File: src/rtl/accel_spi_reader.sv
// SPI mode-3 master for an ADXL345-style accelerometer: one configuration write
// after reset, then periodic 2-byte burst reads of one axis, presented as a signed sample.
module accel_spi_reader #(
    parameter int         CLK_DIV       = 25,
    parameter int         SAMPLE_PERIOD = 500000,
    parameter logic [7:0] REG_ADDR      = 8'h32,
    parameter logic [7:0] CFG_ADDR      = 8'h2D,
    parameter logic [7:0] CFG_DATA      = 8'h08
) (
    input  logic        clk,
    input  logic        rst,
    output logic        sclk,
    output logic        cs_n,
    output logic        mosi,
    input  logic        miso,
    output logic [15:0] accel,
    output logic        accel_valid,
    output logic        busy
);

    localparam int DIV_W = (CLK_DIV > 2) ? $clog2(CLK_DIV) : 1;
    localparam int TMR_W = $clog2(SAMPLE_PERIOD);

    localparam logic [DIV_W-1:0] DIV_LAST = DIV_W'(CLK_DIV - 1);
    localparam logic [TMR_W-1:0] TMR_LAST = TMR_W'(SAMPLE_PERIOD - 1);

    localparam logic [7:0]  WR_CMD   = CFG_ADDR & 8'h3F;
    localparam logic [7:0]  RD_CMD   = 8'hC0 | (REG_ADDR & 8'h3F);
    localparam logic [23:0] WR_FRAME = {WR_CMD, CFG_DATA, 8'h00};
    localparam logic [23:0] RD_FRAME = {RD_CMD, 16'h0000};

    typedef enum logic [2:0] {
        S_INIT,
        S_XFER,
        S_GAP,
        S_WAIT,
        S_DONE
    } state_t;

    state_t              r_state;
    state_t              w_next;
    logic [DIV_W-1:0]    r_div;
    logic [5:0]          r_half;
    logic                r_rd;
    logic [23:0]         r_tx;
    logic [15:0]         r_rx;
    logic [TMR_W-1:0]    r_timer;
    logic                r_sclk;
    logic                r_cs_n;
    logic                r_mosi;
    logic [15:0]         r_accel;

    logic                w_div_end;
    logic [5:0]          w_half_last;
    logic                w_xfer_end;
    logic                w_gap_end;
    logic                w_tmr_hit;
    logic                w_load_wr;
    logic                w_load_rd;

    // Half-period index 0 is the lead-in high phase; odd indices are sclk-low phases.
    assign w_div_end   = (r_div == DIV_LAST);
    assign w_half_last = r_rd ? 6'd48 : 6'd32;
    assign w_xfer_end  = (r_state == S_XFER) && w_div_end && (r_half == w_half_last);
    assign w_gap_end   = (r_state == S_GAP) && w_div_end;
    assign w_tmr_hit   = (r_timer == TMR_LAST);

    always_ff @(posedge clk) begin
        if (rst) r_state <= S_INIT;
        else     r_state <= w_next;
    end

    always_comb begin
        w_next    = r_state;
        w_load_wr = 1'b0;
        w_load_rd = 1'b0;
        case (r_state)
            S_INIT: begin
                w_next    = S_XFER;
                w_load_wr = 1'b1;
            end
            S_XFER: if (w_xfer_end) w_next = S_GAP;
            S_GAP: begin
                if (w_div_end) begin
                    if (r_rd) begin
                        w_next = S_DONE;
                    end else begin
                        w_next    = S_XFER;
                        w_load_rd = 1'b1;
                    end
                end
            end
            S_WAIT: begin
                if (w_tmr_hit) begin
                    w_next    = S_XFER;
                    w_load_rd = 1'b1;
                end
            end
            S_DONE: begin
                // A late expiry (transaction longer than the period) starts the read right here.
                if (w_tmr_hit) begin
                    w_next    = S_XFER;
                    w_load_rd = 1'b1;
                end else begin
                    w_next = S_WAIT;
                end
            end
            default: w_next = S_INIT;
        endcase
    end

    always_ff @(posedge clk) begin
        if (rst) begin
            r_div   <= '0;
            r_half  <= '0;
            r_rd    <= 1'b0;
            r_tx    <= '0;
            r_rx    <= '0;
            r_timer <= '0;
            r_sclk  <= 1'b1;
            r_cs_n  <= 1'b1;
            r_mosi  <= 1'b0;
            r_accel <= '0;
        end else begin
            if ((r_state == S_XFER || r_state == S_GAP) && !w_div_end) r_div <= r_div + 1'b1;
            else                                                       r_div <= '0;

            if (w_load_wr || w_load_rd)
                r_half <= '0;
            else if (r_state == S_XFER && w_div_end && !w_xfer_end)
                r_half <= r_half + 6'd1;

            if (w_load_wr) begin
                r_tx   <= WR_FRAME;
                r_rd   <= 1'b0;
                r_cs_n <= 1'b0;
            end else if (w_load_rd) begin
                r_tx   <= RD_FRAME;
                r_rd   <= 1'b1;
                r_cs_n <= 1'b0;
            end else if (r_state == S_XFER && w_div_end) begin
                if (w_xfer_end) begin
                    r_cs_n <= 1'b1;
                    r_mosi <= 1'b0;
                end else if (r_sclk) begin
                    r_sclk <= 1'b0;
                    r_mosi <= r_tx[23];
                    r_tx   <= {r_tx[22:0], 1'b0};
                end else begin
                    r_sclk <= 1'b1;
                    // Only the last 16 of the 24 read bits survive: low byte then high byte.
                    if (r_rd) r_rx <= {r_rx[14:0], miso};
                end
            end

            if (w_gap_end && r_rd) r_accel <= {r_rx[7:0], r_rx[15:8]};

            if (w_load_rd)
                r_timer <= '0;
            else if (r_rd && !w_tmr_hit)
                r_timer <= r_timer + 1'b1;
        end
    end

    assign sclk        = r_sclk;
    assign cs_n        = r_cs_n;
    assign mosi        = r_mosi;
    assign accel       = r_accel;
    assign accel_valid = (r_state == S_DONE);
    assign busy        = (r_state == S_XFER) || (r_state == S_GAP);

endmodule

File: config.mk
export PLATFORM = sky130hd
export DESIGN_NAME = accel_spi_reader
export DESIGN_NICKNAME = d
export VERILOG_FILES = /design/src/rtl/accel_spi_reader.sv
export SDC_FILE = /design/constraint.sdc
export NUM_CORES = 1
export LEC_CHECK = 0
export BUFFER_PORTS_ARGS = -buffer_cell sky130_fd_sc_hd__buf_4
export CAP_MARGIN = 10
export CORE_MARGIN = 4
export CORE_UTILIZATION = 60
export DETAILED_ROUTE_END_ITERATION = 16
export PLACE_DENSITY = 0.79
export SETUP_SLACK_MARGIN = 0.3
export SLEW_MARGIN = 20
export SYNTH_ARGS = -nofsm -noshare
export SYNTH_HDL_FRONTEND = slang
export SYNTH_SLANG_ARGS = --single-unit
export TNS_END_PERCENT = 100
File: constraint.sdc
create_clock -name clk -period 3 [get_ports clk]
set_input_delay 0.6 -clock clk [delete_from_list [all_inputs] [get_ports clk]]
set_output_delay 0.6 -clock clk [all_outputs]
set_load 0.1 [all_outputs]
==> qor.txt, run 1 <==
Outcome -> finished clean
Max clock buf depth -> 2
Layout net count -> 410
Crit start category -> flip-flop
Post-layout util -> 0.704
Routed WL per cell -> 13.6 um
CTS root buf -> clkbuf_8
Count of cell types in the netlist -> 45
Core Footprint -> 5570 um2
Synth top area share -> 0.471
Vias per cell -> 5.57
Routed via count -> 2,670
Largest net degree at the start of global routing -> 49
Die X -> 84.2 um
Worst min path class -> flip-flop to flip-flop
Filler cells -> 452
CTS sink count -> 82
Most common cell after layout, fill and taps aside -> dfxtp_1
IO Pins -> 24
Htree depth -> 3
Grt ovf -> 0
Die height -> 84.2 um
First-pass GRT wire length -> 11,300 um
YS warnings -> 0
Tmin final -> 2.43 ns
Worst slew pin tran -> 0.747 ns
Post-CTS Setup Inserts -> 0
Std-Cell Rows -> 27
DRC violations left -> 0
Power density over the cells -> 556 nW/um2
P&R area growth vs syn -> 12.7%
CTS buffer count -> 9
Ant diodes -> 0
Worst Skew -> 0.0105 ns
Most frequent cells in the layout -> dfxtp_1, nor2_1, nand2_1, mux2i_1
Total GRT Usage -> 0.194
CP Capture Type -> flip-flop
IO Port Bufs -> 23
Synth area leader -> dfxtp_1
Leakage dissipation -> 0.00142 uW
Drt pass-1 iters -> 4
# hold bufs at CTS -> 0
Number of global-route vias before repair -> 2,436
Multi-input logic area -> 1730 um2
Initial antenna violation count -> 0
RSZ-0062 raised after global routing -> false
Worst Path Max Fanout -> 16
DR iter-0 viols -> 154
Avg Inst Size Synth -> 9.07 um2
Slew Limit Fails -> 0
Mapped Cells -> 384
Synth top area cells -> dfxtp_1, mux2i_1, nor2_1, xor2_1, nand2_1
CP Data Required Time -> 3.22 ns
Peak VDD IR -> 0.352 mV
Worst EP arrival -> 2.65 ns
Clk slew on worst S/H paths -> 0.08 ns
Mapped Area -> 3480 um2
Reg2reg setup slack -> 0.57 ns
Setup_tns -> 0 ns
Starting Density -> 0.625
Flops & latches, synth -> 82
Setup Crit Path Kind -> flip-flop to flip-flop
Period utilization -> 0.811
CTS tree -> yes
Final GP Congestion -> 0.812
Die footprint -> 7090 um2
Cells resized by post-CTS repair -> 0
Sequential element share of the synthesized area -> 0.471
Syn_nets -> 392
Slew margin rel. -> 0.495
Final hold vios -> 0
Wirelength, routed -> 6510 um
F_max -> 411 MHz
Skew-Pair Late Insertion Delay -> 0.34 ns
Max_cap viols -> 0
Final antenna-violating net count -> 0
Final HPWL DP -> 4350 um
Register area -> 1640 um2
Share of layout cells above drive strength 1 -> 0.115
Final setup fails -> 0
state kept, by name, summed over array words and instances, names as in the netlist:
name / count
r_tx: 13
cs_n: 1
mosi: 1
r_rd: 1
r_half: 6
r_timer: 19
r_rx: 16
r_div: 5
accel: 16
sclk: 1
r_state: 3
layer usage:
metal,global-route usage,wire length [um],vias up
met4,0.0760,68,0
met3,0.0363,239,7
met1,0.264,3190,1244
li1,-,-,1365
met5,0,0,-
met2,0.306,3010,54
worst paths after layout:
check        endpoint  startpoint  cells after the start
min          accel[6]    accel[6]                      2
max reg2reg   r_rx[5]  r_state[0]                      6
min reg2reg  accel[6]    accel[6]                      2
max           r_rx[5]  r_state[0]                      6
per-stage QoR:
stage | setup slack, ns | cell area, um2 | total power, uW | hold WS (ns) | std cells
finish | 0.568 | 3930 | 2180 | 0.455 | 479
global route | 0.428 | 3930 | 2260 | 0.480 | 479
CTS | 0.563 | 3930 | 2200 | 0.459 | 479
detailed placement | 0.564 | 3670 | 1230 | 0.447 | 463
global placement | 0.715 | 3670 | 1230 | 0.439 | 463
floorplan | 0.310 | 3490 | 1210 | 0.430 | 384
cells by family after synthesis:
kind of cell	Yosys count	synth area share
fa+ha+maj	5	0.0180
compound gates	45	0.0823
flops	82	0.471
simple gates	175	0.251
mux	28	0.0805
xor+xnor	25	0.0629
buf+inv	24	0.0338
Yosys cell counts (all sizes together):
| cell | instances |
|---|---|
| dfxtp | 82 |
| nor2 | 64 |
| nand2 | 38 |
| mux2i | 28 |
| a21oi | 26 |
| nand3 | 19 |
| xor2 | 17 |
| clkbuf | 12 |
| nand4 | 10 |
| xnor2 | 8 |
| and3 | 7 |
| buf | 7 |
| and2 | 5 |
| ha | 5 |
| inv | 5 |
| nand2b | 5 |
| nor3b | 5 |
| a211oi | 4 |
| and4 | 4 |
| nor3 | 4 |
| a31oi | 3 |
| a32o | 3 |
| nor4bb | 3 |
| a21o | 2 |
| and4b | 2 |
| nor4b | 2 |
| o21ai | 2 |
| a22oi | 1 |
| a41oi | 1 |
| and3b | 1 |
| nand3b | 1 |
| nand4b | 1 |
| nor4 | 1 |
| o211ai | 1 |
| o21a | 1 |
| o221ai | 1 |
| or3 | 1 |
| or3b | 1 |
| or4 | 1 |
layout make-up:
cell class / instances / area share
Multi-Input combinational cell: 278 / 0.440
Timing Repair Buffer: 26 / 0.0497
Clock inverter: 6 / 0.0290
Inverter: 5 / 0.00478
Sequential cell: 82 / 0.418
Tap cell: 72 / 0.0230
Clock buffer: 10 / 0.0351
power by group:
part	internal (uW)	switching, uW
Sequential	1100	14.4
Combinational	26.6	65.3
Clock	577	399
worst max-delay path, cell delays in order (launching register included):
cell and delay [ns]:
dfxtp_1 0.62, or3b_1 0.45, a211oi_4 0.38, nor3b_2 0.24
buf_4 0.30, mux2i_1 0.26, nor2_1 0.06
No activity file was read; power rests on OpenSTA's default activity.
==> run 2: changes to the inputs <==
Settings changed: CORE_UTILIZATION 60 to 54, PLACE_DENSITY 0.79 to 0.75.
Clock period 3 ns to 2 ns, I/O delays scaled along.
==> run 2 against run 1 <==
Effect of this change:
- final area is 21% higher
- critical path depth is 4 higher
- hold slack worse by 0.15 ns
- setup slack worse by 0.55 ns
- first-iteration DRC count is 7.1% lower
- sequential power is 50% higher
- combinational power grew to 2.7 times the previous value
- critical endpoint is now r_rx[11]
- largest cell class unchanged
- largest power group unchanged
==> qor.txt, run 2 (synthesized netlist as in run 1, its figures left out) <==
Period utilization -> 0.991 (was 0.811)
Routed WL per cell -> 16.0 um (was 13.6 um)
Slew Limit Fails -> 0 (unchanged)
Die X -> 88.3 um (was 84.2 um)
CTS tree -> yes (unchanged)
Ant diodes -> 0 (unchanged)
Final GP Congestion -> 0.852 (was 0.812)
Most common cell after layout, fill and taps aside -> dfxtp_1 (unchanged)
Max_cap viols -> 0 (unchanged)
Total GRT Usage -> 0.219 (was 0.194)
Filler cells -> 394 (was 452)
Grt ovf -> 0 (unchanged)
Min-Delay Path Depth -> 3 (was 2)
Layout net count -> 464 (was 410)
IO Pins -> 24 (unchanged)
FF-to-FF End -> r_rx[11] (was r_rx[5])
Most frequent cells in the layout -> dfxtp_1, buf_4, nor2_1, nand2_1, a21oi_1 (was dfxtp_1, nor2_1, nand2_1, mux2i_1)
Drt pass-1 iters -> 5 (was 4)
Crit. path cell count -> 10 (was 6)
Slew margin rel. -> 0.519 (was 0.495)
Die footprint -> 7800 um2 (was 7090 um2)
Worst min path class -> input pin to flip-flop (was flip-flop to flip-flop)
Crit path max-delay family -> buffers and inverters (was simple AND/OR/NAND/NOR gates)
Post-layout util -> 0.782 (was 0.704)
Clk slew on worst S/H paths -> 0.08 ns (about the same)
Routed via count -> 3,006 (was 2,670)
Max clock buf depth -> 2 (unchanged)
Vias per cell -> 5.61 (was 5.57)
IO Port Bufs -> 23 (unchanged)
P&R area growth vs syn -> 36.8% (was 12.7%)
Final hold vios -> 0 (unchanged)
Htree depth -> 3 (unchanged)
First-pass GRT wire length -> 13,200 um (was 11,300 um)
Crit start category -> flip-flop (unchanged)
Worst EP arrival -> 2.22 ns (was 2.65 ns)
Tot Pwr -> 3270 uW (was 2180 uW)
CTS root buf -> clkbuf_8 (unchanged)
Worst Reg-to-Reg Cells -> 10 (was 6)
Initial antenna violation count -> 0 (unchanged)
F_max -> 505 MHz (was 411 MHz)
RSZ-0062 raised after global routing -> true (was false)
Hold_ws -> 0.307 ns (was 0.455 ns)
CP cell instances -> inv_2 -> ha_2 -> nor4bb_4 -> buf_4 -> a211oi_4 -> nor3b_4 -> buf_6 -> buf_12 -> mux2i_4 -> nor2_1 (was or3b_1 -> a211oi_4 -> nor3b_2 -> buf_4 -> mux2i_1 -> nor2_1)
DRC violations left -> 0 (unchanged)
CTS buffer count -> 9 (unchanged)
WHS Endpoint -> r_rx[0] (was accel[6])
Worst slew pin tran -> 0.719 ns (was 0.747 ns)
# hold bufs at CTS -> 0 (unchanged)
Power density over the cells -> 687 nW/um2 (was 556 nW/um2)
Leakage dissipation -> 0.00178 uW (was 0.00142 uW)
Worst Skew -> 0.0100 ns (was 0.0105 ns)
Die height -> 88.3 um (was 84.2 um)
Outcome -> finished clean (unchanged)
Launch point of the worst reg-to-reg path -> r_half[0] (was r_state[0])
Setup Crit Path Kind -> flip-flop to flip-flop (unchanged)
Worst Path Max Fanout -> 8 (was 16)
Tmin final -> 1.98 ns (was 2.43 ns)
CP Data Required Time -> 2.24 ns (was 3.22 ns)
Crit path largest cell delay -> 0.34 ns (was 0.62 ns)
Starting Density -> 0.571 (was 0.625)
HP Start -> miso (was accel[6])
DR iter-0 viols -> 143 (was 154)
Final HPWL DP -> 4660 um (was 4350 um)
CP Capture Type -> flip-flop (unchanged)
WP buf/inv -> 4 (was 1)
Std-Cell Rows -> 28 (was 27)
Number of global-route vias before repair -> 2,829 (was 2,436)
Crit-path slowest cell -> dfxtp_2 (was dfxtp_1)
DP Area -> 3900 um2 (was 3670 um2)
Reg2reg setup slack -> 0.02 ns (was 0.57 ns)
Final setup fails -> 0 (unchanged)
Post-route cell area -> 4760 um2 (was 3930 um2)
CP Launch Point -> r_half[0] (was r_state[0])
Biggest register -> r_timer (unchanged)
Largest net degree at the start of global routing -> 36 (was 49)
Multi-input logic area -> 2040 um2 (was 1730 um2)
Skew-Pair Late Insertion Delay -> 0.36 ns (was 0.34 ns)
Core Footprint -> 6100 um2 (was 5570 um2)
Largest register FFs -> 19 (unchanged)
Wirelength, routed -> 8570 um (was 6510 um)
CTS sink count -> 82 (unchanged)
Peak VDD IR -> 0.650 mV (was 0.352 mV)
Register area -> 1660 um2 (was 1640 um2)
Final antenna-violating net count -> 0 (unchanged)
Share of layout cells above drive strength 1 -> 0.343 (was 0.115)
## run 2: report_power, final
| part | total [uW] | switching (uW) | internal, uW |
|---|---|---|---|
| Combinational | 246 | 147 | 99.7 |
| Clock | 1360 | 618 | 747 |
| Sequential | 1660 | 14.6 | 1650 |
## run 2: area by class of cell
cell class	instances	area share
Tap cell	75	0.0197
Clock inverter	5	0.0179
Timing Repair Buffer	79	0.152
Sequential cell	82	0.348
Inverter	5	0.00394
Clock buffer	11	0.0297
Multi-Input combinational cell	279	0.429
## run 2: worst min-delay path, stage by stage
cell and delay [ns]:
buf_4 0.07, mux2i_1 0.06, nor2_1 0.09
## run 2: through the flow
| stage | cells | setup WS, ns | TNS (ns) |
|---|---|---|---|
| finish | 536 | 0.0183 | 0 |
| global route | 536 | -0.116 | -1.23 |
| CTS | 531 | 0.0944 | 0 |
| global placement | 490 | 0.0444 | 0 |
| detailed placement | 490 | -0.0414 | -0.0718 |
| floorplan | 384 | -0.160 | -1.54 |
## run 2: routing by layer
metal,vias to the layer above,track usage,routed length (um)
met3,14,0.0521,420
met1,1432,0.272,3540
met4,0,0.0975,146
met5,-,0,0
met2,85,0.362,4470
li1,1475,-,-
## run 2: what timing repair did
action,in CTS,in global routing
gates cloned,3,0
gates resized for setup,54,44
setup buffers,22,5
setup endpoints to repair,70,78
pin swaps,34,12
## run 2: worst max-delay path by stage
stage                          end  slack (ns)
after floorplan           r_tx[19]       -0.16
after global placement    r_tx[21]        0.04
after detailed placement  r_tx[21]       -0.04
after CTS                  r_rx[0]        0.09
after global routing       r_rx[7]       -0.12
final                     r_rx[11]        0.02
==> run 3: changes to the inputs <==
Settings changed: GPL_TIMING_DRIVEN from default to 0, PLACE_DENSITY 0.75 to 0.72.
==> run 3 against run 2 <==
Effect of this change:
- register-to-register slack gained 0.08 ns
- sequential power is essentially flat
- via count shrank 0.96%
- maximum frequency grew 4.4%
- sequential cell count is the same
- wire length shrank 5.4%
==> qor.txt, run 3 (synthesized netlist as in run 1, its figures left out) <==
DP Area -> 3800 um2 (was 3900 um2)
CTS sink count -> 82 (unchanged)
Final antenna-violating net count -> 0 (unchanged)
Post-layout util -> 0.799 (was 0.782)
Htree depth -> 3 (unchanged)
Share of layout cells above drive strength 1 -> 0.350 (was 0.343)
Tot Pwr -> 3060 uW (was 3270 uW)
Core Footprint -> 6100 um2 (unchanged)
Tmin final -> 1.90 ns (was 1.98 ns)
CP Data Required Time -> 2.23 ns (was 2.24 ns)
Largest net degree at the start of global routing -> 17 (was 36)
Starting Density -> 0.571 (unchanged)
Layout net count -> 457 (was 464)
RSZ-0062 raised after global routing -> true (unchanged)
Period utilization -> 0.949 (was 0.991)
Clk pwr share -> 0.365 (was 0.417)
P&R area growth vs syn -> 39.8% (was 36.8%)
Power density over the cells -> 629 nW/um2 (was 687 nW/um2)
Die footprint -> 7800 um2 (unchanged)
Slew Limit Fails -> 0 (unchanged)
Final GP Congestion -> 0.794 (was 0.852)
Hold_ws -> 0.351 ns (was 0.307 ns)
Filler cells -> 369 (was 394)
Clk slew on worst S/H paths -> 0.08 ns (about the same)
# hold bufs at CTS -> 0 (unchanged)
Worst Skew -> 0.0140 ns (was 0.0100 ns)
Worst min path class -> input pin to flip-flop (unchanged)
Wirelength, routed -> 8110 um (was 8570 um)
CTS buffer count -> 9 (unchanged)
Crit start category -> flip-flop (unchanged)
F_max -> 527 MHz (was 505 MHz)
Worst slew pin tran -> 0.503 ns (was 0.719 ns)
NetSw -> 824 uW (was 779 uW)
Internal power -> 2240 uW (was 2500 uW)
Post-route cell area -> 4870 um2 (was 4760 um2)
Routed via count -> 2,977 (was 3,006)
IO Pins -> 24 (unchanged)
DRC violations left -> 0 (unchanged)
Slew margin rel. -> 0.665 (was 0.519)
Biggest register -> r_timer (unchanged)
Grt ovf -> 0 (unchanged)
Std-Cell Rows -> 28 (unchanged)
Peak VDD IR -> 0.505 mV (was 0.650 mV)
Seq pwr share -> 0.544 (was 0.508)
Vias per cell -> 5.63 (was 5.61)
Setup Crit Path Kind -> flip-flop to flip-flop (unchanged)
Worst Path Max Fanout -> 5 (was 8)
Most frequent cells in the layout -> dfxtp_1, nor2_1, buf_4, nand2_1, a21oi_1 (was dfxtp_1, buf_4, nor2_1, nand2_1, a21oi_1)
Setup_tns -> 0 ns (unchanged)
Die X -> 88.3 um (unchanged)
Routed WL per cell -> 15.3 um (was 16.0 um)
Worst EP arrival -> 2.12 ns (was 2.22 ns)
DR iter-0 viols -> 152 (was 143)
Total GRT Usage -> 0.192 (was 0.219)
Leakage dissipation -> 0.00172 uW (was 0.00178 uW)
Die height -> 88.3 um (unchanged)
Outcome -> finished clean (unchanged)
Most common cell after layout, fill and taps aside -> dfxtp_1 (unchanged)
CP Capture Type -> flip-flop (unchanged)
Combinational power share -> 0.091 (was 0.075)
Final HPWL DP -> 4530 um (was 4660 um)
Initial antenna violation count -> 0 (unchanged)
CTS tree -> yes (unchanged)
Ant diodes -> 0 (unchanged)
Skew-Pair Late Insertion Delay -> 0.36 ns (about the same)
Switching Share -> 0.269 (was 0.238)
Drt pass-1 iters -> 4 (was 5)
IO Port Bufs -> 23 (unchanged)
Final hold vios -> 0 (unchanged)
Final setup fails -> 0 (unchanged)
CTS root buf -> clkbuf_8 (unchanged)
Max clock buf depth -> 2 (unchanged)
Number of global-route vias before repair -> 2,638 (was 2,829)
Max_cap viols -> 0 (unchanged)
First-pass GRT wire length -> 11,800 um (was 13,200 um)
Largest register FFs -> 19 (unchanged)
-- run 3: changes by cell type in the layout (fill, tap and decap cells not counted), sizes merged --
cell	change
clkinv	+1
buf	-19
inv	+1
clkinvlp	+2
clkbuf	+10
bufinv	-2
-- run 3: cell type report --
type / instances / area, um2 / share of cell area
multi-input cells: 279 / 2170 / 0.446
clock inverters: 7 / 60.1 / 0.0123
well taps: 75 / 93.8 / 0.0193
plain buffers: 19 / 188 / 0.0386
inverters: 5 / 18.8 / 0.00386
flip-flops and latches: 82 / 1660 / 0.341
clock buffers: 9 / 124 / 0.0254
repair buffers: 53 / 556 / 0.114
-- run 3: path summary, 6_finish.rpt --
path / startpoint / end / slack [ns] / cells after the start
hold reg to reg: accel[1] / accel[1] / 0.45 / 2
setup / recovery: r_div[0] / r_rx[0] / 0.10 / 10
hold / removal: miso / r_rx[0] / 0.35 / 3
setup reg to reg: r_div[0] / r_rx[0] / 0.10 / 10
-- run 3: metrics by stage --
step | worst slack, ns | instances
finish | 0.103 | 529
detailed placement | -0.357 | 482
global placement | -0.326 | 482
CTS | 0.179 | 512
global route | 0.0240 | 529
floorplan | -0.160 | 384
-- run 3: power groups by stage --
stage | clock [uW] | combinational (uW) | sequential, uW
after floorplan | 0 | 114 | 1710
after global placement | 0 | 159 | 1700
after detailed placement | 0 | 160 | 1700
after CTS | 1130 | 205 | 1670
after global routing | 1220 | 298 | 1670
final | 1120 | 277 | 1670
-- run 3: layer usage --
layer | part of all wire | routed length, um | GRT usage | vias up
li1 | - | - | - | 1459
met1 | 0.43 | 3500 | 0.233 | 1438
met2 | 0.50 | 4090 | 0.328 | 65
met3 | 0.041 | 335 | 0.0559 | 15
met4 | 0.023 | 183 | 0.0618 | 0
met5 | 0 | 0 | 0 | -
-- run 3: what timing repair did --
| action | 4_1_cts | 5_1_grt |
|---|---|---|
| setup endpoints to repair | 78 | 61 |
| resized for setup | 59 | 80 |
| pin swaps | 17 | 29 |
| setup buffers | 14 | 13 |
| cloned | 0 | 4 |
-- run 3: critical path, stage by stage (launching register included) --
cell	delay, ns
dfxtp_2	0.33
inv_2	0.06
ha_4	0.12
nand4b_1	0.11
buf_6	0.16
a211oi_4	0.23
nor3b_4	0.23
buf_6	0.16
buf_12	0.12
mux2i_1	0.18
nor2_1	0.07
